===== src/rtl/noc_link_tx.sv =====
// noc_link_tx: credit-based flit transmitter for one NoC link.
// It keeps a credit count that mirrors the free slots in the downstream
// circular_buffer, and it issues a registered write only when a slot is free.
// Once a packet has started, it owns the link until its tail flit.
// Optional build macro: NOC_LINK_TX_STATS_EN adds the flit and stall counters.
// Without the macro, flit_cnt_o and stall_cnt_o are tied to 0.
module noc_link_tx #(
  parameter int BUFFER_SIZE   = 8,
  parameter int DATA_SIZE     = 16,
  parameter int START_CREDITS = 1
) (
  input  logic                               clk,
  input  logic                               reset,
  input  logic [DATA_SIZE-1:0]               src_data_i,
  input  logic                               src_valid_i,
  input  logic                               src_last_i,
  output logic                               src_ready_o,
  output logic [DATA_SIZE-1:0]               link_data_o,
  output logic                               link_write_en_o,
  input  logic                               credit_return_i,
  output logic [$clog2(BUFFER_SIZE+1)-1:0]   credits_o,
  output logic                               pkt_active_o,
  output logic                               credit_err_o,
  output logic [31:0]                        flit_cnt_o,
  output logic [31:0]                        stall_cnt_o
);

  localparam int CW = $clog2(BUFFER_SIZE + 1);
  localparam logic [CW-1:0] MAX_CREDITS  = CW'(BUFFER_SIZE);
  localparam logic [CW-1:0] HEAD_CREDITS = CW'(START_CREDITS);

  typedef enum logic {
    IDLE = 1'b0,
    PKT  = 1'b1
  } state_t;

  state_t                state_reg, state_next;
  logic [CW-1:0]         credits_reg, credits_next;
  logic                  credit_err_reg, credit_err_next;
  logic [DATA_SIZE-1:0]  link_data_reg;
  logic                  link_write_en_reg;
  logic                  xfer;

  // A transfer happens when the source offers a flit and the link can take it.
  assign xfer = src_valid_i & src_ready_o;

  // Packet FSM and ready. Ready depends only on the state and the registered credits.
  always_comb begin
    state_next  = state_reg;
    src_ready_o = 1'b0;
    case (state_reg)
      IDLE: begin
        // A new head flit needs enough free slots to start a packet.
        src_ready_o = (credits_reg >= HEAD_CREDITS);
        if (xfer && !src_last_i) begin
          state_next = PKT;
        end
      end
      PKT: begin
        // Inside a packet, any free slot is enough for the next flit.
        src_ready_o = (credits_reg != '0);
        if (xfer && src_last_i) begin
          state_next = IDLE;
        end
      end
      default: begin
        state_next  = IDLE;
        src_ready_o = 1'b0;
      end
    endcase
  end

  // Credit bookkeeping: a send consumes one credit and a return adds one.
  // A return on a full count saturates the count and raises the sticky error.
  always_comb begin
    credits_next    = credits_reg;
    credit_err_next = credit_err_reg;
    case ({xfer, credit_return_i})
      2'b10: credits_next = credits_reg - 1'b1;
      2'b01: begin
        if (credits_reg == MAX_CREDITS) begin
          credit_err_next = 1'b1;
        end else begin
          credits_next = credits_reg + 1'b1;
        end
      end
      default: credits_next = credits_reg;
    endcase
  end

  // State, credit and error registers.
  always_ff @(posedge clk) begin
    if (reset) begin
      state_reg      <= IDLE;
      credits_reg    <= MAX_CREDITS;
      credit_err_reg <= 1'b0;
    end else begin
      state_reg      <= state_next;
      credits_reg    <= credits_next;
      credit_err_reg <= credit_err_next;
    end
  end

  // Output stage: the accepted flit goes onto the link one cycle later.
  // The data holds its value between writes.
  always_ff @(posedge clk) begin
    if (reset) begin
      link_data_reg     <= '0;
      link_write_en_reg <= 1'b0;
    end else begin
      link_write_en_reg <= xfer;
      if (xfer) begin
        link_data_reg <= src_data_i;
      end
    end
  end

  assign link_data_o     = link_data_reg;
  assign link_write_en_o = link_write_en_reg;
  assign credits_o       = credits_reg;
  assign pkt_active_o    = (state_reg == PKT);
  assign credit_err_o    = credit_err_reg;

`ifdef NOC_LINK_TX_STATS_EN
  logic [31:0] flit_cnt_reg;
  logic [31:0] stall_cnt_reg;

  // Statistics: count flits sent and cycles where the source is held off.
  // Both counters wrap naturally at 2^32.
  always_ff @(posedge clk) begin
    if (reset) begin
      flit_cnt_reg  <= '0;
      stall_cnt_reg <= '0;
    end else begin
      if (xfer) begin
        flit_cnt_reg <= flit_cnt_reg + 32'd1;
      end
      if (src_valid_i && !src_ready_o) begin
        stall_cnt_reg <= stall_cnt_reg + 32'd1;
      end
    end
  end

  assign flit_cnt_o  = flit_cnt_reg;
  assign stall_cnt_o = stall_cnt_reg;
`else
  assign flit_cnt_o  = 32'd0;
  assign stall_cnt_o = 32'd0;
`endif

endmodule


===== config.mk =====
export PLATFORM = sky130hd
export DESIGN_NAME = noc_link_tx
export DESIGN_NICKNAME = d
export VERILOG_FILES = /design/src/rtl/noc_link_tx.sv
export SDC_FILE = /design/constraint.sdc
export NUM_CORES = 1
export LEC_CHECK = 0
export CAP_MARGIN = 20
export CORE_MARGIN = 8
export CORE_UTILIZATION = 36
export DETAILED_ROUTE_END_ITERATION = 6
export HOLD_SLACK_MARGIN = 0.03
export PLACE_DENSITY = 0.8
export RECOVER_POWER = 100
export SLEW_MARGIN = 20
export SYNTH_ARGS = -nofsm -noshare
export SYNTH_HDL_FRONTEND = slang
export SYNTH_SLANG_ARGS = --single-unit

===== constraint.sdc =====
create_clock -name clk -period 2.6 [get_ports clk]
set_input_delay 0.52 -clock clk [delete_from_list [all_inputs] [get_ports clk]]
set_output_delay 0.52 -clock clk [all_outputs]
set_load 0.05 [all_outputs]

After elaboration in Yosys (flattened, before gate mapping) --
Index checks and enable logic that the tools add are counted.
Storage, ports and cells: logic and storage cells 27, input port bits 21, flip-flop bits (word level) 23
Cells by class: eq/ne operators 4, bitwise logic cells 2, order comparisons 1, reductions and logical operators 7, $add $sub $neg 2, mux-type cells 6
Operator list (count):
- 4-bit one-hot mux with 2 select lines | 1
- 4-bit by 1-bit adder with 4-bit output, second input constant | 1
- 4-bit == test, second input constant | 1
- 4-bit by 1-bit >= comparator with 1-bit output, second input constant | 1
- 4-bit two-way mux | 1
- 1-bit one-hot mux with 2 select lines | 2
- 2-bit AND reduction | 2
- 4-bit nonzero test | 1
- 4-bit by 1-bit subtractor with 4-bit output, second input constant | 1
- 2-bit by 1-bit == test with 1-bit output, second input constant | 1
- 2-bit == test, second input constant | 1
- 1-bit logical AND | 2
- 1-bit two-way mux | 2
- 2-bit != test, second input constant | 1
- 2-bit nonzero test | 1
- 1-bit AND | 1
- 1-bit zero test | 1
- 1-bit NOT | 1

Longest topological paths before layout --
depth in word-level cells 6, mapped depth 8, mapped depth without buffers 7

Least setup slack after synthesis --
No wires, ideal clock.
kind flip-flop to output port, from register credits_reg[1] (netlist: credits_o[1]), to output port src_ready_o, buffers on the path 1, data required time 2.080 ns, arrival 2.159 ns, cell stages (with the launch flop) 7, path slack -0.079 ns, cells stage by stage dfxtp_1 inv_1 ha_1 or3b_1 a211oi_1 inv_2 clkbuf_8
Between the ends: cells in the longest elaborated chain, start to end 2, elaborated cells between the ends (all ways) 3
Ends and longest elaborated chain:
- from (decl) | RTL line 38 | logic [CW-1:0] credits_reg, credits_next;
- from (signal assigned) | RTL line 99 | credits_reg <= credits_next;
- 4-bit by 1-bit >= comparator with 1-bit output or 4-bit nonzero test (tied branches) | RTL line 54, 61
- 1-bit one-hot mux with 2 select lines * | RTL line 51 | case (state_reg)
- to (decl) | RTL line 17 | output logic src_ready_o,
Every way passes the cells marked *; elsewhere a longest branch is shown, timed or not.

Worst setup path after layout --
Ends and elaborated chain as after synthesis.

==> run metrics <==
Post-synth ARST share=0%; initial drt markers=31; Final ANT Viol Nets=0; synth-to-layout area growth=17.6%; ys flop type=dfxtp_1; Initial Utilization=37.3%; CTS Buf Count=3; Via Count=about 1300; Placed Area=1850 um2; Die Area=6880 um2; vias per cell=approximately 4.4; CTS tree=yes; Synth Register Bits=23; status=completed; Post-synth EDFFs=0; post-DR wirelength/cell=13.5 um; commonest cells after routing, fill and taps aside=conb_1, dlygate4sd3_1, nand2_1, dfxtp_1, clkdlybuf4s50_1; Max Slew Vio Count=0; antenna cell count=0; Hold Buf Count CTS=0; # IOs=~110; Clock Tree Root=clkbuf_8; leading cell type in the layout, fill and taps excluded=conb_1; RSZ-0062 raised after global routing=false; Slew HR=between 60% and 70%; Cell variety after synth=between 40 and 50; register area share after synthesis=28.5%; die height=83.0 um; IO buf count=44; clock buffer depth=2; H-tree depth=1; DRC Markers=0; min cycle time layout=2480 ps; critical path fanouts, max=6; WS Path Type=reg2out; post-detail-place hpwl=3.15 mm; Syn Inst Count=198; placed cells=between 200 and 300; fin cells=slightly below 300; final instance area=~1900 um2; Clock Skews=about 3.1 ps; max_cap viols=0; Cell Area, Synth=1610 um2; final hold vios=0; Post-Route WL=about 4 mm; CP endpoint kind=output pin; Fin Setup TNS=0 ps; hold crit path type=reg2reg; Final period util=95.3%; CP Data Required Time=2080 ps; Syn. warnings=0; Power Dens Cells=674 nW/um2; DR pass1 iterations=4; vias in the first global route=1294; largest net degree at the start of global routing=23; final setup fails=0; clk slew on worst S/H paths=approximately 80 ps; num rows=24; Avg Inst Size Synth=8.15 um2; PnR Total Power=0.00128 W; Critical Path Start Type=register; total grt overflow=0; clk sinks=23; share of cells above drive strength 1=7.88%; Final GP Congestion=0.851; leakage=0.851 nW; Tot GR Track Use=10.6%; Max VDD drop=0.358 mV; first-pass GRT wire length=6.38 mm; Net count, final=267; clock insertion delay at the later pin of the skew report=around 270 ps; Slew @ Worst Pin=588 ps; fin util=43.9%; maximum operating frequency=404 MHz; Die Width=83.0 um; Critical Path AT=1960 ps; core box area=4320 um2; initial antenna violation count=0
[state kept, by name, summed over array words and instances, names as in the netlist, named ones only]
name	count
credits_o	4
link_write_en_o	1
link_data_o	16
credit_err_o	1
[final timing paths]
path                                startpoint                           end  slack [ps]  cells past startpoint
hold / removal    link_data_o[14]$_SDFFE_PP0P_  link_data_o[14]$_SDFFE_PP0P_         450                      2
setup / recovery     credits_o[1]$_SDFFE_PP0P_                   src_ready_o         120                      6
setup reg to reg     credits_o[1]$_SDFFE_PP0P_   link_data_o[1]$_SDFFE_PP0P_         240                      7
hold reg to reg   link_data_o[14]$_SDFFE_PP0P_  link_data_o[14]$_SDFFE_PP0P_         450                      2
[power breakdown]
part / leakage [nW] / switching, W / internal (W)
registers: 0.190 / 0.0000406 / 0.000389
clock network: 0.0255 / 0.000121 / 0.000107
logic: 0.636 / 0.000469 / 0.000151
total: 0.851 / 0.000631 / 0.000647
[routing by layer]
layer	vias up	global-route usage (%)	share of wire (%)
li1	629	-	-
met1	598	11.1	38
met2	64	18.2	51
met3	2	6.05	11
met4	0	1.76	0.51
met5	-	0	0
[critical path: stages (launching register included)]
cell      delay [ps]
dfxtp_2          350
inv_1            140
ha_1             220
or3b_1           400
a211oi_4         310
inv_2             60
buf_4            190
[repair_timing]
action / CTS / global route
endpoints found under the setup margin: 1 / 1
gates resized for setup: 1 / 2
cloned: 0 / 0
buffers inserted: 0 / 0
[synth_stat cells, drive strengths merged, types with 2 or more instances]
library cell	n	share of area, %
a211oi	2	0.93
a21oi	19	6.1
buf	67	32
clkbuf	7	2.5
dfxtp	23	29
ha	4	3.1
inv	3	0.70
nand2	21	4.9
nand2b	2	0.78
nand3	16	5.0
nand4	2	0.78
nor2	4	0.93
o211ai	2	1.8
o21ai	2	0.62
or2	2	0.78
or4	2	1.0
[cell type report]
type | instances | area [um2]
clock inverter | 1 | 5.00
inverter | 3 | 11.3
tap | 52 | 65.1
timing repair buffer | 50 | 479
sequential | 23 | 463
multi-input combinational | 161 | 833
fill | 455 | 2430
clock buffer | 3 | 41.3
[metrics by stage]
step                      hold WS, ps  setup WS, ps
after global placement            441           359
after global routing              473          25.3
after CTS                         457          83.7
final                             451           122
after floorplan                   668           117
after detailed placement          447           274
[kinds of logic (layout without fill, tap and decap cells)]
group           count (synthesis)  in the layout  synth area share (%)
buf+inv                        77             57                  35.0
simple gates                   62             62                  20.6
compound gates                 31             31                  12.5
flops                          23             23                  28.5
fa+ha+maj                       4              4                  3.10
other cells                     1             64                 0.232
Note: power is estimated with default switching activity, not from simulation.
